`config.mk`:
```
export PLATFORM = sky130hd
export DESIGN_NAME = tdm_demux
export DESIGN_NICKNAME = d
export VERILOG_FILES = /design/src/rtl/tdm_pkg.sv /design/src/rtl/tdm_demux.sv
export SDC_FILE = /design/constraint.sdc
export NUM_CORES = 1
export LEC_CHECK = 0
export BUFFER_PORTS_ARGS = -buffer_cell sky130_fd_sc_hd__buf_4
export CAP_MARGIN = 20
export CORE_MARGIN = 5
export CORE_UTILIZATION = 42
export CTS_BUF_LIST = sky130_fd_sc_hd__clkbuf_16
export DETAILED_ROUTE_END_ITERATION = 10
export PLACE_DENSITY_LB_ADDON = 0.25
export SETUP_SLACK_MARGIN = 0.3
export SYNTH_ARGS = -nofsm -noshare
export SYNTH_HDL_FRONTEND = slang
export SYNTH_SLANG_ARGS = --single-unit
```
`constraint.sdc`:
```
create_clock -name clk -period 2.4 [get_ports clk]
set_input_delay 0.36 -clock clk [delete_from_list [all_inputs] [get_ports clk]]
set_output_delay 0.36 -clock clk [all_outputs]
set_load 0.005 [all_outputs]
```
`src/rtl/tdm_pkg.sv`:
```
`default_nettype none
// ---------------------------------------------------------------------------
// Package : tdm_pkg
// Shared types for the TDM link (slot counter on the TX side, demux on RX).
// Revision: 1.0
// ---------------------------------------------------------------------------
package tdm_pkg;

   // Receiver framing state: hunting for sync, or locked and collecting slots
   typedef enum logic {
      HUNT    = 1'b0,
      RECEIVE = 1'b1
   } tdm_state_t;

endpackage
`default_nettype wire

```
`src/rtl/tdm_demux.sv`:
```
`default_nettype none
// ---------------------------------------------------------------------------
// Module  : tdm_demux
// Receive end of an N-channel TDM link: one serial bit per slot, slot 0
// flagged by sync, reassembled into an N-bit word with a one-cycle strobe.
// Revision: 1.0
// ---------------------------------------------------------------------------
module tdm_demux
   import tdm_pkg::*;
#(
   parameter  int N  = 8,
   localparam int SW = $clog2(N)
) (
   input  logic          clk,
   input  logic          n_reset,
   input  logic          din,
   input  logic          din_valid,
   input  logic          sync,
   output logic [N-1:0]  y,
   output logic          y_valid,
   output logic [SW-1:0] slot,
   output logic          locked,
   output logic          sync_err
);

   localparam logic [SW-1:0] SLOT_ONE  = SW'(1);
   localparam logic [SW-1:0] SLOT_LAST = SW'(N - 1);

   tdm_state_t    state, state_nx;
   logic [SW-1:0] slot_nx;
   logic [N-2:0]  shadow, shadow_nx;
   logic [N-1:0]  y_nx;
   logic          y_valid_nx;
   logic          sync_err_nx;

   // Register all framing state and outputs; reset clears any partial frame
   always_ff @(posedge clk or negedge n_reset) begin
      if (!n_reset) begin
         state    <= HUNT;
         slot     <= '0;
         shadow   <= '0;
         y        <= '0;
         y_valid  <= 1'b0;
         sync_err <= 1'b0;
      end else begin
         state    <= state_nx;
         slot     <= slot_nx;
         shadow   <= shadow_nx;
         y        <= y_nx;
         y_valid  <= y_valid_nx;
         sync_err <= sync_err_nx;
      end
   end

   // Next-state logic: nothing moves unless a bit is accepted, so din is
   // never looked at (and cannot leak X) while din_valid is low
   always_comb begin
      state_nx    = state;
      slot_nx     = slot;
      shadow_nx   = shadow;
      y_nx        = y;
      y_valid_nx  = 1'b0;
      sync_err_nx = 1'b0;

      if (din_valid) begin
         case (state)
            HUNT: begin
               // Non-sync bits are silently dropped while hunting
               if (sync) begin
                  shadow_nx[0] = din;
                  slot_nx      = SLOT_ONE;
                  state_nx     = RECEIVE;
               end
            end

            RECEIVE: begin
               if (slot == '0) begin
                  if (sync) begin
                     shadow_nx[0] = din;
                     slot_nx      = SLOT_ONE;
                  end else begin
                     // Expected a frame start and did not get one
                     sync_err_nx = 1'b1;
                     slot_nx     = '0;
                     state_nx    = HUNT;
                  end
               end else if (sync) begin
                  // Early sync: drop the partial frame, restart on this bit
                  sync_err_nx  = 1'b1;
                  shadow_nx[0] = din;
                  slot_nx      = SLOT_ONE;
               end else if (slot == SLOT_LAST) begin
                  // Last slot goes straight into y, so y is updated whole
                  y_nx       = {din, shadow};
                  y_valid_nx = 1'b1;
                  slot_nx    = '0;
               end else begin
                  for (int i = 0; i < N - 1; i++) begin
                     if (slot == SW'(i)) begin
                        shadow_nx[i] = din;
                     end
                  end
                  slot_nx = slot + SLOT_ONE;
               end
            end

            default: begin
               state_nx = HUNT;
               slot_nx  = '0;
            end
         endcase
      end
   end

   assign locked = (state == RECEIVE);

endmodule
`default_nettype wire

```
==> summary.txt <==
Outcome
  – Status: finished clean

Setup path
  – Cells along the critical path: inv_1 -> ha_1 -> nand2b_4 -> inv_2 -> nor4b_4 -> buf_4 -> mux2_2
  – Worst setup SP type: register
  – CP endpoint kind: register
  – CP arrival: about 2 ns
  – Register-to-Register Setup Slack: 0.50 ns
  – Cells on worst reg2reg path: 7
  – Number of cells on the critical path: 7
  – CP max FO: 8
  – Crit-path leading delay family: flip-flops
  – Capture point of the worst path: y[3]$_DFFE_PN0P_
  – Worst reg2reg startpoint: slot[0]$_DFFE_PN0P_
  – Critical Path Max Stage Delay: 0.43 ns
  – Crit path kind: register to register
  – Slowest stage cell, crit path: dfrtp_1
  – Worst path required time: 2.53 ns
  – Critical path startpoint: slot[0]$_DFFE_PN0P_
  – Reg-to-Reg End: y[3]$_DFFE_PN0P_
  – WP buf/inv: 3

Timing
  – Setup TNS: 0 ns
  – # setup viols final: 0
  – Skew final: 0.00303 ns
  – Final slew viol count: 0
  – Rel. slew slack: 0.764
  – Worst slew pin tran: 0.354 ns
  – RSZ-0062 raised after global routing: false
  – Fin. Hold Viols: 0
  – Final min period: 1.90 ns
  – Final worst-path cycle share: 0.793
  – Fmax achieved: 0.526 GHz

Power and ir drop
  – Lkg Pwr: around 0.65 nW
  – Share of power burned in registers: 0.429
  – VDD IR-drop max: 545 uV
  – PwrDens: 929 nW/um2
  – Clock share of power: 0.292
  – P_int: around 0.00083 W
  – Switching power: 0.000353 W
  – Switching Share: 0.299
  – Gate power share: 0.279

Global route
  – Vias in the first global route: 691
  – Antenna violations before repair: 0
  – Total GRT Usage: 0.122
  – First-pass GRT wire length: between 3 and 4 mm
  – Largest net degree at the start of global routing: 22
  – Overflow after GRT: 0

Clock network
  – Reg clk slew, reported paths: 0.06 ns
  – Sink Count: 21
  – Clock latency on the worst-skew pair: 0.25 ns
  – CTS tree: yes
  – Resize count post-CTS: 0
  – H-tree levels: 1
  – Cts bufs inserted: 3
  – Root buffer cell: clkbuf_16
  – Bufs on Longest Clock Path: 2

Routing
  – DRT iter0 DRCs: 12
  – Vias per cell: 5.06
  – Initial DRT Pass Iterations: 4
  – Post-route antenna net violation count: 0
  – Vias after detailed routing: around 650
  – Wire per inst: around 14 um
  – Routed wire length: 1.80 mm
  – Residual DRC: 0

Floorplanning
  – Site Rows: 17
  – Die ar.: 3500 um2
  – Starting density of the core: 0.451
  – Die span in x: 59.2 um
  – Die height: ~59 um
  – Core area: 2250 um2
  – Top Ports: 19

Cells and area
  – Multi-input logic area: 457 um2
  – Number of diodes: 0
  – Share of layout cells above drive strength 1: 0.426
  – Most frequent cells in the layout: dfrtp_1, buf_4, mux2_2
  – Final core utilization: 0.563
  – Commonest non-fill, non-tap cell in the layout: dfrtp_1
  – Filler Cells Inserted: 206
  – Area Growth Syn to Fin: 24.9%
  – Layout Cells excl Fill: 129
  – Nets@finish: between 100 and 150
  – Register area: 526 um2

Synth
  – Post-synth EDFFs: 0
  – Asr flop ratio synth: 1.00
  – Mapped Cells: a little under 80
  – Number of distinct library cells after synthesis: 22
  – Syn nets: 92
  – Largest area contributor in the netlist: dfrtp_1
  – Register bit total from synthesis: 21
  – Yosys warning total: 0
  – Avg Inst Size Synth: 12.9 um2
  – Synth Flop Type: dfrtp_1
  – Synth top area share: 0.517
  – Synth top area cells: dfrtp_1, mux2_2, ha_1
  – Syn Std Cell Area: 1020 um2
  – Seq/Total Area, Yosys: 0.517

Placed design
  – Hpwl dp: 1.35 mm
  – RePlAce Congestion: 0.755
  – Dpl cells: 123
  – Port Buffers: 18

Hold path
  – Hold Crit Class: primary input to register

Flow run
  – Max Cap Violations: 0
## how the worst min path moves through the flow
stage / from / endpoint / slack [ns] / depth (start not counted)
global route: sync / slot[2]$_DFFE_PN0P_ / 0.37 / 2
CTS: din_valid / slot[2]$_DFFE_PN0P_ / 0.35 / 2
floorplan: n_reset / locked$_DFFE_PN0P_ / 0.06 / 0
finish: din_valid / slot[2]$_DFFE_PN0P_ / 0.36 / 2
global placement: n_reset / y_valid$_DFF_PN0_ / 0.26 / 1
detailed placement: n_reset / y[6]$_DFFE_PN0P_ / 0.26 / 1
## sequential cells by signal, indices dropped and copies added (netlist names)
name and flops:
locked 1, shadow 7, slot 3, sync_err 1, y 8, y_valid 1
## metal layers
| layer | GRT usage | up-vias | part of all wire |
|---|---|---|---|
| met4 | 0.0485 | 0 | 0 |
| met1 | 0.160 | 316 | 0.45 |
| met5 | 0 | - | 0 |
| met3 | 0.0196 | 0 | 0.038 |
| li1 | - | 327 | - |
| met2 | 0.198 | 10 | 0.51 |
## power by group through the flow
| stage | registers (W) | logic [W] | clock network, W |
|---|---|---|---|
| 6_report | 0.000506 | 0.000329 | 0.000344 |
| 5_1_grt | 0.000521 | 0.000379 | 0.000373 |
| 4_1_cts | 0.000505 | 0.000338 | 0.000358 |
| 2_1_floorplan | 0.000492 | 0.000231 | 0 |
| 3_3_place_gp | 0.000507 | 0.000323 | 0 |
| 3_5_place_dp | 0.000511 | 0.000333 | 0 |
## synthesized netlist by cell type (3+ instances only)
library cell and number:
nor2_1 3, nand2_1 7, ha_1 8, mux2_2 15, nand3_1 3, nand4b_1 4
dfrtp_1 21, inv_1 4
## stage by stage
| step | area, um2 | power (W) | worst slack, ns | hold slack, ns |
|---|---|---|---|---|
| 4_1_cts | 1260 | 0.00120 | 0.306 | 0.349 |
| 3_5_place_dp | 1170 | 0.000844 | 0.311 | 0.259 |
| 2_1_floorplan | 1020 | 0.000723 | 0.579 | 0.0644 |
| 3_3_place_gp | 1170 | 0.000830 | 0.384 | 0.258 |
| 6_report | 1270 | 0.00118 | 0.497 | 0.356 |
| 5_1_grt | 1270 | 0.00127 | 0.369 | 0.373 |
## kinds of logic (layout without fill, tap and decap cells)
logic type	Yosys count	in the layout	synth area share
flops	21	21	0.517
fa+ha+maj	8	8	0.0985
mux	15	15	0.166
compound gates	5	5	0.0308
simple gates	23	23	0.154
buf+inv	7	29	0.0332
## layout make-up
cell class / count / area share
tap: 28 / 0.0276
inverter: 5 / 0.0148
timing repair buffer: 20 / 0.120
clock buffer: 3 / 0.0592
clock inverter: 1 / 0.00394
sequential: 21 / 0.414
multi-input combinational: 51 / 0.360
## timing repair
| action | 4_1_cts | 5_1_grt |
|---|---|---|
| hold endpoints to repair | 21 | 0 |
| setup endpoints to repair | 0 | 8 |
| buffers inserted | 0 | 1 |
| hold buffers | 1 | 0 |
Note: power is estimated with default switching activity, not from simulation.
